<file path="config.mk">
export PLATFORM = sky130hd
export DESIGN_NAME = sr_ff_bank
export DESIGN_NICKNAME = d
export VERILOG_FILES = /design/src/rtl/sr_ff_bank.sv
export SDC_FILE = /design/constraint.sdc
export NUM_CORES = 1
export LEC_CHECK = 0
export ABC_AREA = 1
export CAP_MARGIN = 20
export CORE_ASPECT_RATIO = 0.8
export CORE_UTILIZATION = 35
export DETAILED_ROUTE_END_ITERATION = 8
export HOLD_SLACK_MARGIN = 0.05
export PLACE_DENSITY = 0.67
export SYNTH_ARGS = -nofsm -noshare
export SYNTH_HDL_FRONTEND = slang
export SYNTH_SLANG_ARGS = --single-unit
</file>
<file path="constraint.sdc">
create_clock -name clk -period 1.7 [get_ports clk]
set_input_delay 0.255 -clock clk [delete_from_list [all_inputs] [get_ports clk]]
set_output_delay 0.255 -clock clk [all_outputs]
set_load 0.02 [all_outputs]
</file>
<file path="src/rtl/sr_ff_bank.sv">
// Bank of WIDTH independent SR flip-flops with selectable S=R=1 resolution, sticky conflict flags
// and a saturating conflict-cycle counter. Define SR_FF_BANK_EDGE_EN to act only on s/r rising edges.
module sr_ff_bank #(
  parameter int               WIDTH   = 8,
  parameter int               MODE    = 1,
  parameter logic [WIDTH-1:0] RST_VAL = {WIDTH{1'b0}},
  parameter int               CNT_W   = 8
) (
  input  logic             clk,
  input  logic             rst,
  input  logic             en,
  input  logic             clr,
  input  logic [WIDTH-1:0] s,
  input  logic [WIDTH-1:0] r,
  output logic [WIDTH-1:0] q,
  output logic [WIDTH-1:0] qb,
  output logic [WIDTH-1:0] conflict,
  output logic             conflict_any,
  output logic [CNT_W-1:0] conflict_cnt
);

  if (MODE < 0 || MODE > 3) begin : g_bad_mode
    $error("sr_ff_bank: MODE must be in 0..3");
  end
  if (WIDTH < 1 || WIDTH > 64) begin : g_bad_width
    $error("sr_ff_bank: WIDTH must be in 1..64");
  end
  if (CNT_W < 2 || CNT_W > 16) begin : g_bad_cnt_w
    $error("sr_ff_bank: CNT_W must be in 2..16");
  end

  localparam logic [CNT_W-1:0] CNT_MAX = {CNT_W{1'b1}};
  localparam logic [CNT_W-1:0] CNT_ONE = {{(CNT_W-1){1'b0}}, 1'b1};

  logic [WIDTH-1:0] q_q, q_d;
  logic [WIDTH-1:0] conflict_q, conflict_d;
  logic [CNT_W-1:0] cnt_q, cnt_d;
  logic [WIDTH-1:0] s_eff, r_eff;
  logic [WIDTH-1:0] both, set_only, rst_only, base;

`ifdef SR_FF_BANK_EDGE_EN
  logic [WIDTH-1:0] s_prev_q, s_prev_d;
  logic [WIDTH-1:0] r_prev_q, r_prev_d;

  // Previous values only advance on enabled cycles, so an edge spans consecutive en=1 cycles.
  always_comb begin
    s_prev_d = s_prev_q;
    r_prev_d = r_prev_q;
    if (clr) begin
      s_prev_d = '0;
      r_prev_d = '0;
    end else if (en) begin
      s_prev_d = s;
      r_prev_d = r;
    end
  end

  always_ff @(posedge clk or posedge rst) begin
    if (rst) begin
      s_prev_q <= '0;
      r_prev_q <= '0;
    end else begin
      s_prev_q <= s_prev_d;
      r_prev_q <= r_prev_d;
    end
  end

  assign s_eff = s & ~s_prev_q;
  assign r_eff = r & ~r_prev_q;
`else
  assign s_eff = s;
  assign r_eff = r;
`endif

  assign both     = s_eff & r_eff;
  assign set_only = s_eff & ~r_eff;
  assign rst_only = r_eff & ~s_eff;
  assign base     = (q_q | set_only) & ~rst_only;

  always_comb begin
    q_d        = q_q;
    conflict_d = conflict_q;
    cnt_d      = cnt_q;
    if (clr) begin
      q_d        = RST_VAL;
      conflict_d = '0;
      cnt_d      = '0;
    end else if (en) begin
      // Conflicting bits in base still hold q_q; MODE decides what they become.
      case (MODE)
        1:       q_d = base | both;
        2:       q_d = base & ~both;
        3:       q_d = base ^ both;
        default: q_d = base;
      endcase
      conflict_d = conflict_q | both;
      if ((|both) && (cnt_q != CNT_MAX)) begin
        cnt_d = cnt_q + CNT_ONE;
      end
    end
  end

  always_ff @(posedge clk or posedge rst) begin
    if (rst) begin
      q_q        <= RST_VAL;
      conflict_q <= '0;
      cnt_q      <= '0;
    end else begin
      q_q        <= q_d;
      conflict_q <= conflict_d;
      cnt_q      <= cnt_d;
    end
  end

  assign q            = q_q;
  assign qb           = ~q_q;
  assign conflict     = conflict_q;
  assign conflict_any = |conflict_q;
  assign conflict_cnt = cnt_q;

endmodule

</file>
Word level (Yosys, flattened, before mapping)
Cells that the tools add are included.
Word-level totals
  bits in registers: 24
  latch bits: 0
  RAM bits: 0
  bits in read-only memories: 0
  output and inout bits: 33
  logic and storage cells: 29
  memories kept: 0
Cells by class
  add/subtract/negate cells: 1
  multipliers: 0
  divide/modulo/power cells: 0
  $lt $le $gt $ge: 0
  equal/unequal tests: 1
  shift-type cells: 0
  multiplexer cells: 7
  bitwise operators: 11
  reductions and logical operators: 6
Operators by type and width (number)
  8-bit 2-to-1 mux: 7
  8-bit bitwise AND: 4
  8-bit NOT: 4
  8-bit OR: 3
  8-bit OR reduction: 2
  8-bit by 1-bit adder with 8-bit output, second input constant: 1
  8-bit inequality test, second input constant: 1
  2-bit nonzero test: 2
  2-bit AND reduction: 1
  1-bit logical AND: 1

Longest topological paths before layout
Gate-level depths: netlist (run 1).
  depth after elaboration: 7
  depth in mapped cells: 9

Least setup slack after synthesis (run 1)
Ideal clock, no wire load.
  kind: register to register
  start: reg cnt_q[0] (netlist: conflict_cnt[0])
  end: reg cnt_q[0] (netlist: conflict_cnt[0])
  library setup time: 0.117 ns
  data arrival time: 1.332 ns
  required time: 1.583 ns
  path slack: 0.251 ns
  stages on the path, launching flop included: 9
  clock period less this slack: 1.449 ns
  cell sequence: dfrtp_1 ha_1 nand2_2 nor2_4 nand3_2 nand3_4 nand2_4 nand2_1 nand2_1
On the way
  cells in the longest elaborated chain, start to end: 4
Ends and longest elaborated chain
  start, declared: line 37  | logic [CNT_W-1:0] cnt_q, cnt_d;
  start signal, assigned: line 111  | cnt_q <= cnt_d;
  8-bit by 1-bit adder with 8-bit output / 8-bit inequality test (equally long branches): line 98, 97
  8-bit 2-to-1 mux / 1-bit logical AND (equally long branches): line 97  | if ((|both) && (cnt_q != CNT_MAX)) begin
  8-bit 2-to-1 mux / 2-bit nonzero test (equally long branches)
  8-bit 2-to-1 mux / 2-bit AND reduction (equally long branches)
Parallel ways exist; a longest one is shown, timed or not. The select of a mux whose other input is x is not followed.
A chain may end at the register's enable or synchronous reset.

Worst setup path in the final report (run 1)
  start: reg q_q[1] (netlist: q[1])
  end: out qb[1]
On the way
  cells in the longest elaborated chain, start to end: 1
Ends and longest elaborated chain
  start, declared: line 35  | logic [WIDTH-1:0] q_q, q_d;
  start signal, assigned: line 109  | q_q <= q_d;
  8-bit NOT: line 116  | assign qb = ~q_q;
  end, declared: line 16  | output logic [WIDTH-1:0] qb,
No other way between the ends.

==> summary.md, run 1 <==
| Metric | Value |
|---|---|
| DP HPWL | 2539 um |
| Clock Latency Late Sink | 0.26 ns |
| Hold Path Class | in2async |
| Vias in the first global route | 1175 |
| Synthesis-to-layout area growth | 49.95% |
| Post-synthesis mux area share | 0 |
| Worst setup EP type | output pin |
| Synth top cells by count | nand2_1, nor2_1, inv_1 |
| Die Y | 56.41 um |
| Area of the multi-input gates | 574.3 um2 |
| Post-synthesis adder-cell area fraction | 0.009662 |
| Top sig layer | met4 |
| Max clock buf depth | 2 |
| Vias | 1243 |
| Final worst slack | 0.07105 ns |
| Wirelength per Cell | 11.81 um |
| Static Leakage | 0.9051 nW |
| Top cell type's share of synthesized area | 0.4638 |
| Synthesized instance count | 172 |
| Simple-gate area share of the yosys netlist | 0.3401 |
| Iteration-0 DRC Markers | 67 |
| Met3 Routed Length | 112 um |
| CTS sink count | 24 |
| Tightest Pin Transition | 0.3097 ns |
| Post-synth ARST share | 1.000 |
| H-Tree Depth | 1 |
| Root Buffer | clkbuf_8 |
| Fin crit share | 0.9582 |
| Fin Setup TNS | 0 ns |
| CTS tree | yes |
| Hold_ws | 0.3258 ns |
| Die width | 70.01 um |
| Max-slew violations | 0 |
| Clock transition at path regs | 0.08 ns |
| First-pass GRT wire length | 5540 um |
| Initial antenna violation count | 0 |
| Number of diodes | 0 |
| #FFs+latches synth | 24 |
| Final Critical Period | 1.629 ns |
| Die Area | 3949 um2 |
| Placed cell count | 265 |
| Post-Layout Cell Count | 269 |
| Met2 wire length | 1360 um |
| DR pass1 iterations | 4 |
| Total of max-cap violations | 0 |
| Post-synth EDFFs | 0 |
| Post-synth top flop | dfrtp_1 |
| Total CTS buffers | 3 |
| Worst Path Max Fanout | 3 |
| Crit start category | flip-flop |
| XOR/XNOR share of the synthesized area | 0.01353 |
| WP data required | 1.44 ns |
| Unique masters post-synth | 22 |
| Pre-CTS setup slack | 0.1714 ns |
| Site row count | 19 |
| Initial core utilization | 0.3706 |
| Ranking of synthesized cells by area | dfrtp_1, nand2_1, nor2_1 |
| Crit path kind | reg2out |
| Fillers | 335 |
| Max IR drop VDD | 0.0005962 V |
| Final hold vios | 0 |
| Largest net degree at the start of global routing | 25 |
| CTS Hold Bufs | 0 |
| Mean number of vias per cell | 4.621 |
| Grt ovf | 0 |
| WL met1 | 1668 um |
| Status | finished, final reports clean |
| Core area | 3495 um2 |
| Layout cell share with drive strength beyond 1 | 0.06608 |
| DRC Markers | 0 |
| Post-synthesis sequential area ratio | 0.4638 |
| Clk_skew | 0.001365 ns |
| Final ANT Viol Nets | 0 |
| Cell with the most instances after synthesis | nand2_1 |
| Critical path arrival | 1.37 ns |
| Fmax achieved | 613.9 MHz |
| Power density cells | 759.1 nW/um2 |
| I/O Pins | 53 |
| Routability cong. | 0.8581 |
| Max-slew headroom | 0.7930 |
| Sequential cell area | 600.6 um2 |
| Syn_nets | 193 |
| Compound-Gate Fraction of Synth Area | 0.07536 |
| Most area-hungry cell type in the Yosys netlist | dfrtp_1 |
| Total power | 1.474 mW |
| Combinational family with the most area after synthesis | simple AND/OR/NAND/NOR gates |
| Yosys warns | 0 |
| Final nets | 249 |
| Final setup violation count | 0 |
| RSZ-0062 raised after global routing | no |
| Avg Cell Area, Syn | 7.529 um2 |
| Routed Wire Length | 3178 um |
| Mapped Area | 1295 um2 |
| R2r worst-path depth | 8 |
| Overall global routing resource usage | 0.1803 |
| Port Buffers | 52 |
[final timing paths]
path	startpoint	endpoint	slack, ns
max reg2reg	conflict_cnt[0]	conflict_cnt[3]	0.24
min	rst	conflict_cnt[6]	0.33
min reg2reg	conflict[7]	conflict[7]	0.54
min in group clk	conflict[7]	conflict[7]	0.54
max	q[1]	qb[1]	0.07
max in group asynchronous	rst	q[6]	1.15
[power by group]
part | total [mW] | switching, mW | internal [mW]
logic | 0.350 | 0.184 | 0.166
clock network | 0.491 | 0.177 | 0.315
registers | 0.633 | 0.0309 | 0.602
[stage by stage]
step,instance area [um2],utilization
final,1942,0.5557
after global routing,1942,0.5557
after global placement,1866,0.5338
after detailed placement,1866,0.5338
after floorplan,1295,-
after CTS,1936,0.5539
[layout make-up]
class                           count  area share
Multi-Input combinational cell    118      0.2957
Timing Repair Buffer               56      0.2829
Clock inverter                      1     0.01546
Inverter                           25     0.04832
Tap cell                           42     0.02706
Sequential cell                    24      0.3093
Clock buffer                        3     0.02126
[registers in the layout (all words and copies together) (netlist names)]
register      flops
conflict          8
conflict_cnt      8
q                 8
[critical path, stage by stage, from the launching register on]
cell	delay [ns]
dfrtp_1	0.39
inv_1	0.11
clkdlybuf4s50_1	0.61
[what timing repair did]
| item | 4_1_cts | 5_1_grt |
|---|---|---|
| gates resized for setup | 1 | 1 |
| endpoints found under the hold margin | 0 | 0 |
| endpoints found under the setup margin | 1 | 1 |
| setup buffers | 0 | 0 |
[kinds of logic (layout without fill, tap and decap cells)]
family | count (synthesis) | after routing
AO/OA/AOI/OAI | 17 | 17
XOR/XNOR | 2 | 2
adder cells (fa/ha/maj) | 1 | 1
buffers and inverters | 30 | 85
flip-flops | 24 | 24
AND/OR/NAND/NOR | 98 | 98
[layer usage]
metal,vias up,GRT usage
li1,653,-
met1,559,0.2642
met2,26,0.2679
met3,5,0.03770
met4,0,0.05143
met5,-,0
[placed cells by master, fill, tap and decap left out, types with 2 or more instances in the layout]
cell             netlist  routed
inv_1                 25      25
xor2_1                 2       2
clkbuf_8               0       3
dfrtp_1               24      24
buf_4                  1       4
clkdlybuf4s50_1        0      51
nand3_1               19      19
nand2_2                2       2
nor2_1                28      28
o22ai_1                8       8
a21oi_1                8       8
nand2_1               41      41
(Power assumes the default switching activity.)
==> inputs of run 2 (changes only) <==
--- a/config.mk
+++ b/config.mk
@@ -11,4 +11,5 @@
 export CORE_UTILIZATION = 35
 export DETAILED_ROUTE_END_ITERATION = 8
+export GPL_TIMING_DRIVEN = 0
 export HOLD_SLACK_MARGIN = 0.05
 export PLACE_DENSITY = 0.67
==> constraint.sdc (replaced) <==
create_clock -name clk -period 1.7 [get_ports clk]
set_input_delay 0.255 -clock clk [delete_from_list [all_inputs] [get_ports clk]]
set_output_delay 0.255 -clock clk [all_outputs]
set_load 0.1 [all_outputs]
==> summary.md, run 2 (synthesis gave the netlist of run 1 again) <==
| Metric | Value |
|---|---|
| Status | finished, final reports clean |
| Core area | 3495 um2 |
| I/O Pins | 53 |
| Most frequent cells in the layout | nand2_1, clkdlybuf4s15_2, nor2_1 |
| Crit start category | flip-flop |
| Crit path kind | reg2out |
| CTS sink count | 24 |
| Clock transition at path regs | 0.08 ns |
| WP data required | 1.44 ns |
| Initial core utilization | 0.3706 |
| Clock Latency Late Sink | 0.27 ns |
| Largest net degree at the start of global routing | 25 |
| Most common cell after layout, fill and taps aside | nand2_1 |
| Fin Setup TNS | 0 ns |
| Design area | 2061 um2 |
| Max IR drop VDD | 0.0004852 V |
| Fmax achieved | 604.5 MHz |
| Met1 usage | 0.2651 |
| Layout cell share with drive strength beyond 1 | 0.3553 |
| Synthesis-to-layout area growth | 59.13% |
| Sequential Power Share | 0.396 |
| Power share of the combinational group | 0.395 |
| Worst Path Max Fanout | 3 |
| Routability cong. | 0.8200 |
| DRC Markers | 0 |
| Iteration-0 DRC Markers | 53 |
| Net Sw Frac | 0.4288 |
| Final hold vios | 0 |
| Overall global routing resource usage | 0.1782 |
| Vias in the first global route | 1156 |
| Fin crit share | 0.9731 |
| Placed inst area | 1944 um2 |
| Hold_ws | 0.2463 ns |
| First-pass GRT wire length | 5520 um |
| Max-slew violations | 0 |
| Max-slew headroom | 0.6309 |
| Tightest Pin Transition | 0.5563 ns |
| Routed Wire Length | 3297 um |
| Most used routing layer | met1 |
| Worst path bufs/invs | 2 |
| Fillers | 325 |
| CP max-delay cell | clkdlybuf4s15_2 |
| Total CTS buffers | 3 |
| Largest stage delay, worst path | 0.55 ns |
| Critical-path cell list | clkinvlp_4, clkdlybuf4s15_2 |
| Port Buffers | 51 |
| Switch Pwr | 710.3 uW |
| P_int | 946.4 uW |
| Max clock buf depth | 2 |
| Clock power frac | 0.209 |
| Clk_skew | 0.001748 ns |
| Worst setup EP type | output pin |
| Power density cells | 803.9 nW/um2 |
| H-Tree Depth | 1 |
| Final ANT Viol Nets | 0 |
| M3 GR Usage | 0.04488 |
| Total power | 1.657 mW |
| DR pass1 iterations | 5 |
| Worst R2R Start | conflict_cnt[0] |
| Critical path arrival | 1.40 ns |
| RSZ-0062 raised after global routing | no |
| Final nets | 250 |
| Routing usage on met2 | 0.2582 |
| Worst Setup SP | q[7] |
| Final Critical Period | 1.654 ns |
| CTS tree | yes |
| Mean number of vias per cell | 4.663 |
| Top delay family on crit path | buffers and inverters |
| Static Leakage | 0.8729 nW |
| Root Buffer | clkbuf_8 |
| Die Area | 3949 um2 |
| Die Y | 56.41 um |
| Hold Path Class | in2async |
| Vias | 1259 |
| Initial antenna violation count | 0 |
| DP HPWL | 2404 um |
| Grt ovf | 0 |
| Core Util, Final | 0.5897 |
| Final setup violation count | 0 |
| Die width | 70.01 um |
| Total of max-cap violations | 0 |
| Wirelength per Cell | 12.21 um |
| Site row count | 19 |
| Number of diodes | 0 |
-- run 2: changes by cell type in the layout (fill, tap and decap cells not counted), moves of 2 or more --
cell | previous run | this run
dfrtp_2 | 0 | 13
clkinvlp_4 | 0 | 8
dfrtp_4 | 0 | 10
buf_2 | 0 | 2
buf_4 | 4 | 2
clkdlybuf4s15_2 | 0 | 31
dfrtp_1 | 24 | 1
inv_1 | 25 | 17
clkdlybuf4s50_1 | 51 | 18
clkbuf_1 | 0 | 2
-- run 2: per-layer routing --
| layer | vias to the layer above | share of wire |
|---|---|---|
| li1 | 655 | - |
| met1 | 558 | 0.52 |
| met2 | 41 | 0.41 |
| met3 | 5 | 0.057 |
| met4 | 0 | 0.011 |
| met5 | - | 0 |
-- run 2: worst paths after layout --
| path | to | slack (ns) | depth (start not counted) |
|---|---|---|---|
| setup / recovery | qb[7] | 0.05 | 2 |
| hold / removal | q[5] | 0.25 | 2 |
| setup reg to reg | conflict_cnt[1] | 0.25 | 8 |
| hold reg to reg | conflict_cnt[6] | 0.56 | 2 |
| max in group asynchronous | conflict_cnt[1] | 1.03 | 3 |
| min in group clk | conflict_cnt[6] | 0.34 | 4 |
-- run 2: power groups by stage --
stage | clock network, mW | logic [mW] | registers, mW
final | 0.346 | 0.655 | 0.656
after global routing | 0.376 | 0.689 | 0.662
after CTS | 0.353 | 0.650 | 0.654
after detailed placement | 0 | 0.663 | 0.666
after global placement | 0 | 0.661 | 0.665
after floorplan | 0 | 0.247 | 0.900
-- run 2: layout make-up --
cell class	count	area (um2)	share of cell area
flip-flops and latches	24	654.4	0.3175
multi-input cells	118	583.1	0.2829
repair buffers	52	569.3	0.2763
inverters	25	123.9	0.06011
well taps	42	52.55	0.02550
clock buffers	4	45.04	0.02186
plain buffers	5	32.53	0.01579
-- run 2: metrics by stage --
stage	setup WS (ns)	cells
final	0.04567	270
after global routing	0.01125	270
after CTS	-0.1895	269
after detailed placement	-0.3971	265
after global placement	-0.4010	265
after floorplan	0.06208	172
-- run 2: timing repair --
item,4_1_cts,5_1_grt
buffers inserted,0,0
endpoints found under the setup margin,33,2
resized for setup,97,8
hold buffers,0,0
cloned,0,0
-- run 2: worst register-to-register path: cells and delay by family (launching register included) --
kind / cells / cell delay, ns
fa+ha+maj: 1 / 0.19
simple gates: 7 / 0.71
flops: 1 / 0.45
==> inputs of run 3 (changes only) <==
clock period = 1.9 ns   (was 1.7 ns; I/O delays follow)
==> summary.md, run 3 (synthesis gave the netlist of run 1 again) <==
| Metric | Value |
|---|---|
| Status | finished, final reports clean |
| Worst R2R Start | conflict_cnt[0] |
| Mean number of vias per cell | 4.613 |
| Routability cong. | 0.7980 |
| Clock transition at path regs | 0.08 ns |
| Max IR drop VDD | 0.0005340 V |
| Cts repair resizes | 39 |
| Met3 Routed Length | 187 um |
| Vias in the first global route | 1143 |
| CTS Hold Bufs | 0 |
| Largest net degree at the start of global routing | 25 |
| R2R Setup Slk | 0.48 ns |
| Most common cell after layout, fill and taps aside | nand2_1 |
| R2r worst-path depth | 8 |
| Synthesis-to-layout area growth | 45.22% |
| DP HPWL | 2331 um |
| Die width | 70.01 um |
| Iteration-0 DRC Markers | 45 |
| Critical path arrival | 1.57 ns |
| WL met1 | 1556 um |
| H-Tree Depth | 1 |
| Final hold vios | 0 |
| Critical-path cell list | clkinvlp_4, clkdlybuf4s15_1 |
| First-pass GRT wire length | 5416 um |
| Overall global routing resource usage | 0.1726 |
| Clock Latency Late Sink | 0.26 ns |
| Design area | 1881 um2 |
| Final Critical Period | 1.860 ns |
| RR Endpoint | conflict_cnt[0] |
| Port Buffers | 51 |
| Clk_skew | 0.004562 ns |
| Post-CTS Setup Bufs | 0 |
| CTS sink count | 24 |
| Max clock buf depth | 2 |
| Vias | 1241 |
| CTS tree | yes |
| Max-slew headroom | 0.3538 |
| Power density cells | 763.2 nW/um2 |
| Top sig layer | met4 |
| RSZ-0062 raised after global routing | no |
| Wirelength per Cell | 11.52 um |
| Worst Setup SP | q[6] |
| Initial core utilization | 0.3706 |
| Number of diodes | 0 |
| Hold Path Class | in2reg |
| Met2 wire length | 1346 um |
| DRC Markers | 0 |
| WP data required | 1.62 ns |
| Max-slew violations | 0 |
| Most frequent cells in the layout | nand2_1, nor2_1, dlygate4sd2_1 |
| Site row count | 19 |
| Fmax achieved | 537.7 MHz |
| Fin crit share | 0.9787 |
| Final setup violation count | 0 |
| Final ANT Viol Nets | 0 |
| Routed Wire Length | 3099 um |
| Fillers | 346 |
| Grt ovf | 0 |
| Core area | 3495 um2 |
| Worst Hold Launch | clr |
| Worst Path Max Fanout | 3 |
| Crit start category | flip-flop |
| Largest stage delay, worst path | 0.81 ns |
| Final nets | 249 |
| Die Area | 3949 um2 |
| Initial antenna violation count | 0 |
| Core Util, Final | 0.5381 |
| Layout cell share with drive strength beyond 1 | 0.1762 |
| Static Leakage | 0.9467 nW |
| I/O Pins | 53 |
| Total CTS buffers | 3 |
| Die Y | 56.41 um |
| Root Buffer | clkbuf_8 |
| Tightest Pin Transition | 0.9731 ns |
| Worst setup EP type | output pin |
| DR pass1 iterations | 4 |
| Critical path destination | qb[6] |
| Total of max-cap violations | 0 |
| CP max-delay cell | clkdlybuf4s15_1 |
| Placed inst area | 1903 um2 |
| Crit path kind | reg2out |
-- run 3: changes by cell type in the layout (fill, tap and decap cells not counted), sizes merged --
cell	before	now
clkdlybuf4s15	31	3
buf	6	4
dlygate4sd2	0	22
clkbuf	6	13
-- run 3: per-layer routing --
layer,GRT usage,vias up
met1,0.2520,545
met4,0.01714,0
met3,0.04488,2
met2,0.2665,36
li1,-,658
met5,0,-
-- run 3: final cells by class --
type,count,area (um2),share of cell area
Tap cell,42,52.55,0.02794
Clock buffer,4,45.04,0.02395
Timing Repair Buffer,51,442.9,0.2355
Buffer,5,32.53,0.01730
Multi-Input combinational cell,118,570.5,0.3034
Sequential cell,24,613.1,0.3260
Inverter,25,123.9,0.06587
-- run 3: per-stage QoR --
stage / hold slack (ns) / std cells / total power [mW] / setup slack, ns / setup TNS, ns
finish: 0.3895 / 269 / 1.435 / 0.04039 / 0
global route: 0.4142 / 269 / 1.497 / 0.0003212 / 0
CTS: 0.3811 / 269 / 1.449 / -0.09463 / -0.09463
detailed placement: 0.5317 / 265 / 1.177 / -0.1943 / -0.2046
global placement: 0.5267 / 265 / 1.175 / -0.1760 / -0.1760
floorplan: 0.2989 / 172 / 1.013 / 0.04408 / 0
-- run 3: how the worst min path moves through the flow --
stage | end | cells past startpoint
after floorplan | conflict[0] | 1
after global placement | conflict[7] | 2
after detailed placement | conflict[7] | 2
after CTS | conflict_cnt[6] | 4
after global routing | conflict_cnt[1] | 4
final | conflict_cnt[6] | 4
-- run 3: worst max-delay path, delay by kind of cell (launching register included) --
| family | cells | cell delay (ns) |
|---|---|---|
| buffers and inverters | 2 | 0.89 |
| flip-flops | 1 | 0.42 |
-- run 3: report_power, final --
group	internal [mW]	leakage, nW	total [mW]	switching (mW)
logic	0.116	0.615	0.557	0.441
clock network	0.150	0.0228	0.306	0.156
registers	0.542	0.309	0.572	0.0299
